<file path="src/rtl/cpu_pkg.sv">
// Shared CPU definitions for the write-back path: register-file geometry,
// the hard-wired zero register and the two-way grant encoding.
package cpu_pkg;

    localparam int unsigned AW = 5;
    localparam int unsigned DW = 32;

    localparam logic [AW-1:0] REG_ZERO = 5'd0;

    // One-hot grant: bit 0 = requester A, bit 1 = requester B.
    typedef enum logic [1:0] {
        GNT_NONE = 2'b00,
        GNT_A    = 2'b01,
        GNT_B    = 2'b10
    } gnt_t;

endpackage

</file>
<file path="src/rtl/wb_rr_pick.sv">
// Two-way combinational picker: one-hot (or zero) grant from a request pair,
// round-robin on contention when fair is set, otherwise A-first.
module wb_rr_pick
    import cpu_pkg::*;
(
    input  logic [1:0] req,
    input  logic       last_b,
    input  logic       fair,
    output logic [1:0] gnt
);

    gnt_t pick;

    always_comb begin
        pick = GNT_NONE;
        unique case (req)
            2'b01:   pick = GNT_A;
            2'b10:   pick = GNT_B;
            2'b11:   pick = (fair && !last_b) ? GNT_B : GNT_A;
            default: pick = GNT_NONE;
        endcase
    end

    assign gnt = pick;

endmodule

</file>
<file path="src/rtl/wb_port_arbiter.sv">
// Arbitrates the single register-file write port between the ALU/load path (A)
// and the multi-cycle unit (B); registered write-port outputs, one cycle latency.
module wb_port_arbiter
    import cpu_pkg::*;
#(
    parameter int unsigned DW   = cpu_pkg::DW,
    parameter int unsigned AW   = cpu_pkg::AW,
    parameter bit          FAIR = 1'b1,
    parameter int unsigned CW   = 16
) (
    input  logic          clk,
    input  logic          rst,
    input  logic          a_valid,
    output logic          a_ready,
    input  logic [AW-1:0] a_addr,
    input  logic [DW-1:0] a_data,
    input  logic          b_valid,
    output logic          b_ready,
    input  logic [AW-1:0] b_addr,
    input  logic [DW-1:0] b_data,
    input  logic          rf_hold,
    output logic          rf_we,
    output logic [AW-1:0] rf_waddr,
    output logic [DW-1:0] rf_wdata,
    output logic          last_b,
    output logic [CW-1:0] conflicts
);

    logic [1:0]    req;
    logic [1:0]    gnt;
    logic          xfer;
    logic          contend;
    logic [AW-1:0] win_addr;
    logic [DW-1:0] win_data;

    // Masking requests during reset/hold keeps both readies low, so nothing
    // granted in a reset cycle can be lost by the requester.
    assign req = (rst || rf_hold) ? 2'b00 : {b_valid, a_valid};

    wb_rr_pick u_pick (
        .req    (req),
        .last_b (last_b),
        .fair   (FAIR),
        .gnt    (gnt)
    );

    assign a_ready = gnt[0];
    assign b_ready = gnt[1];
    assign xfer    = a_ready || b_ready;
    assign contend = a_valid && b_valid && !rf_hold;

    always_comb begin
        win_addr = a_addr;
        win_data = a_data;
        if (b_ready) begin
            win_addr = b_addr;
            win_data = b_data;
        end
    end

    always_ff @(posedge clk) begin
        if (rst) begin
            rf_we     <= 1'b0;
            rf_waddr  <= '0;
            rf_wdata  <= '0;
            last_b    <= 1'b1;
            conflicts <= '0;
        end else begin
            // Writes to the zero register still complete and load the
            // address/data registers, but never raise the write enable.
            rf_we <= xfer && (win_addr != AW'(REG_ZERO));
            if (xfer) begin
                rf_waddr <= win_addr;
                rf_wdata <= win_data;
                last_b   <= b_ready;
            end
            if (contend && (conflicts != '1)) begin
                conflicts <= conflicts + 1'b1;
            end
        end
    end

endmodule

</file>
<file path="config.mk">
export PLATFORM = sky130hd
export DESIGN_NAME = wb_port_arbiter
export DESIGN_NICKNAME = d
export VERILOG_FILES = /design/src/rtl/cpu_pkg.sv /design/src/rtl/wb_rr_pick.sv /design/src/rtl/wb_port_arbiter.sv
export SDC_FILE = /design/constraint.sdc
export NUM_CORES = 1
export LEC_CHECK = 0
export ABC_AREA = 1
export BUFFER_PORTS_ARGS = -buffer_cell sky130_fd_sc_hd__clkbuf_2
export CORE_MARGIN = 4
export CORE_UTILIZATION = 50
export CTS_CLUSTER_DIAMETER = 150
export DETAILED_ROUTE_END_ITERATION = 8
export GPL_TIMING_DRIVEN = 0
export PLACE_DENSITY = 0.85
export SETUP_SLACK_MARGIN = 0.15
export SYNTH_ARGS = -nofsm -noshare
export SYNTH_HDL_FRONTEND = slang
export SYNTH_SLANG_ARGS = --single-unit
</file>
<file path="constraint.sdc">
create_clock -name clk -period 3.99 [get_ports clk]
set_input_delay 0.1995 -clock clk [delete_from_list [all_inputs] [get_ports clk]]
set_output_delay 0.1995 -clock clk [all_outputs]
set_load 0.03 [all_outputs]
</file>
# After elaboration in Yosys (flattened, before gate mapping)
# Cells that the tools add are included.
[totals]
inputBits = 79
regBits = 55
out_inout_bits = 57
[classes]
n_addsub = 1
eq_ne = 4
reduce_logical = 8
mux = 5
[op_table]
columns = ["cell", "count"]
rows = [
  ["$mux 32", 1],
  ["$add 16x1->16 const B", 1],
  ["$ne 16x16->1 const B", 1],
  ["$pmux 2 s3", 1],
  ["$mux 5", 1],
  ["$reduce_bool 5->1", 1],
  ["$eq 2x2->1 const B", 2],
  ["$logic_and 1x1->1", 4],
  ["$mux 2", 2],
  ["$eq 2x1->1 const B", 1],
  ["$logic_or 1x1->1", 2],
  ["$logic_not 1->1", 1],
]

# Logic depth before layout (Yosys ltp)
[logic_depth]
word_depth = 7
depth_mapped = 10
mapped_depth_nobuf = 10

# Modules after synthesis
# Synthesis repeated with hierarchy kept, for this count alone.
[unflattened]
cells_unflattened = 467
hier_area_um2 = 2879.0
[by_module_without_submodules]
columns = ["mod", "instances", "area_per_inst_um2", "seq_area_each_um2", "cells_per_inst"]
rows = [
  ["wb_port_arbiter", 1, 2840.2, 1101.1, 457],
  ["wb_rr_pick", 1, 38.8, 0.0, 10],
]

# Least setup slack after synthesis
# Ideal clock, no wire load.
[synth_path]
path_kind = "reg-to-reg"
from = "reg conflicts[1]"
to = "reg conflicts[11]"
path_slack_ns = 2.370
arrival_ns = 1.488
synth_period_minus_slack_ns = 1.620
stages_incl_launch_ff = 10
path_cell_list = "dfxtp_1 ha_1 nand3_2 inv_1 nand3_2 nand2_2 nand2_4 buf_6 nand2_1 a21oi_1"
[synth_between]
elab_chain_cells = 2
[synth_lines]
columns = ["item", "line", "rtl"]
rows = [
  ["from (decl)", "wb_port_arbiter.sv:26", "output logic [CW-1:0] conflicts"],
  ["from (signal assigned)", "wb_port_arbiter.sv:78", "conflicts <= conflicts + 1'b1;"],
  ["branches (longest 2 deep; another with $add 16x1->16)", "-", ""],
]
# Parallel ways; which one is timed is not known.
# A chain may end at the register's enable or synchronous reset.

# Worst setup path after layout
[layout_path]
from = "reg conflicts[0]"
to = "reg conflicts[10]"
# Same word-level chain as after synthesis.

==> results.txt <==
Run status -> finished clean
Cell Chain, Critical Path -> ha_1 -> nand3_2 -> nor3_1 -> nand4_1 -> nand2_1 -> nand2_1 -> nor2_1
Min-delay src -> rst
R2r startpoint -> conflicts[0]
P_leak -> 1.890 nW
Clk_skew -> 2.071 ps
Total GRT Usage -> 0.2295
CP Capture Type -> flop
Startpoint Class -> flop
Post-CTS Resized -> 0
Final Net Count -> 612
Via density -> 5.188
Root Buffer -> clkbuf_8
1st-iter DRT viols -> 140
Sequential share of power -> 0.491
Area of the multi-input gates -> 1529 um2
WP data arrival -> 1890 ps
Total Power -> 1.268 mW
First-pass GRT wire length -> 13600 um
Type of the worst min-delay path -> in -> reg
RePlAce Congestion -> 0.8407
Final Max Slew Viols -> 0
Psw -> 419.8 uW
Tcrit/Tclk final -> 0.4175
Top cell by count, worst path -> nand2_1
Period minus WS final -> 1666 ps
Clock buffer depth -> 2
Syn avg cell area -> 7.478 um2
CTS Hold Buffers Added -> 0
Leading area contributor after synthesis -> dfxtp_1
R2R depth -> 7
Initial antenna violation count -> 0
Post-synthesis net count -> 471
Register Area -> 1101 um2
Critical path required time -> 4210 ps
Total core area -> 5574 um2
Layout cells sized above 1 -> 0.3715
Pwr per Cell Area -> 336.8 nW/um2
Ys flop type -> dfxtp_1
GR Overflow Total -> 0
Reg2Reg Capture Point -> conflicts[10]
TritonCTS buffer count -> 5
Combinational Power Share -> 0.277
Clock share of power -> 0.231
Die ar. -> 7135 um2
EDFF count, synth -> 0
Netlist cell types -> 31
Total Wirelength -> 8493 um
Initial Util -> 0.5246
Largest net degree at the start of global routing -> 16
Postcts setup bufs -> 0
Share of the synthesized area in the top cell type -> 0.3766
FF-to-FF setup slack -> 2320 ps
Power Internal -> 848.6 uW
YS warnings -> 0
Filler instances -> 497
Final hold vios -> 0
Diode count -> 0
Asr flop ratio synth -> 0
Ranking of synthesized cells by area -> dfxtp_1 (38%), nand2_1 (16%), a22oi_2 (8.6%), a21oi_1 (7.5%), inv_1 (3.5%)
Row count -> 27
DR pass1 iterations -> 4
Area Growth Syn to Fin -> 28.80%
Most common cell in the synthesized netlist -> nand2_1
Slowest cell on crit path -> dfxtp_1
Worst hold stages -> 2
Max Fclk -> 600.3 MHz
Hold Path Sink -> conflicts[2]
DRT antenna net count -> 0
Die Y -> 84.47 um
Peak supply drop -> 264.6 uV
Final Worst Setup Slack -> 2324 ps
Design area -> 3766 um2
Commonest cells in the netlist -> nand2_1 (121), dfxtp_1 (55), a21oi_1 (44), inv_1 (27), nor2_1 (25)
CP Max Fanout -> 5
Post-synthesis sequential area ratio -> 0.3766
Number of port buffers -> 134
FF+latch count, synth -> 55
Dpl ws -> 2376 ps
WL/cell -> 14.04 um
Max incr delay on CP -> 440 ps
Horiz. Die Dim -> 84.47 um
Setup TNS -> 0 ps
Buf+Inv Stages, Crit Path -> 0
Unrepaired setup endpoints after global routing -> false
Number of global-route vias before repair -> 3029
Slew headroom -> 0.6920
Vias post-DR -> 3139
Residual DRC count -> 0
Clock transition at path regs -> 90 ps
Htree depth -> 2
Top Family by Delay on Critical Path -> simple AND/OR/NAND/NOR gates
CTS sink count -> 55
Slew of the pin with the lowest slew margin -> 462.0 ps
Crit path kind -> reg -> reg
CTS tree -> yes
MaxCap Viol Count -> 0
Sw Share -> 0.3309
Gate Count Post-Synth -> 391
Post-DP Area -> 3685 um2
Top-Level Pins -> 136
DPL Wire Length -> 6696 um
Cell Area, Synth -> 2924 um2
Setup violators final -> 0
Clk_lat worst skew -> 290 ps
-- how the worst max path moves through the flow --
stage	slack, ps	depth (start not counted)	startpoint	to
2_1_floorplan	2370	9	conflicts[1]	conflicts[11]
3_3_place_gp	2460	6	conflicts[0]	conflicts[10]
3_5_place_dp	2380	7	conflicts[0]	conflicts[10]
4_1_cts	2330	7	conflicts[0]	conflicts[10]
5_1_grt	2200	7	conflicts[0]	conflicts[10]
6_report	2320	7	conflicts[0]	conflicts[10]
-- routing by layer --
metal / track usage / part of all wire / vias to the layer above
met1: 0.2550 / 0.37 / 1447
met4: 0.07194 / 0.021 / 0
li1: - / - / 1565
met3: 0.07753 / 0.080 / 18
met5: 0 / 0 / -
met2: 0.4125 / 0.53 / 109
-- cell usage in the layout, fill, tap and decap left out, types with 2 or more instances in the layout --
master	instances
a21o_1	2
clkbuf_2	134
nand2_4	2
a22oi_2	20
o21ai_1	2
buf_6	8
nand3b_1	3
buf_4	8
nand3_2	3
a22oi_1	12
nor2_2	3
nand3_1	16
dfxtp_1	55
nand2_2	4
a21oi_1	44
nor2_1	25
nand2_1	121
clkbuf_8	5
inv_1	27
o211ai_1	4
nand4_1	3
inv_2	2
xor2_1	2
buf_2	4
clkbuf_1	6
xnor2_1	5
o21ai_0	6
-- state kept, by name, indices dropped and copies added (netlist names) --
register and cells:
last_b 1, rf_wdata 32, conflicts 16, rf_waddr 5, rf_we 1
-- area by class of cell --
cell class / instances / area share
clock inverters: 1 / 0.001329
well taps: 72 / 0.02392
clock buffers: 7 / 0.02027
repair buffers: 134 / 0.1781
flip-flops and latches: 55 / 0.2924
multi-input cells: 283 / 0.4060
plain buffers: 24 / 0.04917
inverters: 29 / 0.02890
-- power groups by stage --
stage	clock [mW]	sequential [mW]	combinational, mW
after floorplan	0	0.725	0.141
after global placement	0	0.634	0.343
after detailed placement	0	0.635	0.351
after CTS	0.300	0.623	0.352
after global routing	0.328	0.629	0.378
final	0.293	0.623	0.352
-- cell families after synthesis --
logic type,after synthesis,synth area share
flops,55,0.3766
simple gates,183,0.2709
compound gates,92,0.2268
xor+xnor,7,0.02097
fa+ha+maj,1,0.004278
buf+inv,53,0.1006
-- worst register-to-register path: stages, from the launching register on --
cell,delay [ps]
dfxtp_1,440
ha_1,260
nand3_2,120
nor3_1,340
nand4_1,190
nand2_1,90
nand2_1,50
nor2_1,110
-- metrics by stage --
step / std cells / utilization / hold slack [ps]
floorplan: 391 / - / 352.1
global placement: 597 / 0.6611 / 413.5
detailed placement: 597 / 0.6611 / 419.8
CTS: 605 / 0.6756 / 101.9
global route: 605 / 0.6756 / 100.3
finish: 605 / 0.6756 / 108.6
No activity file was read; power rests on OpenSTA's default activity.
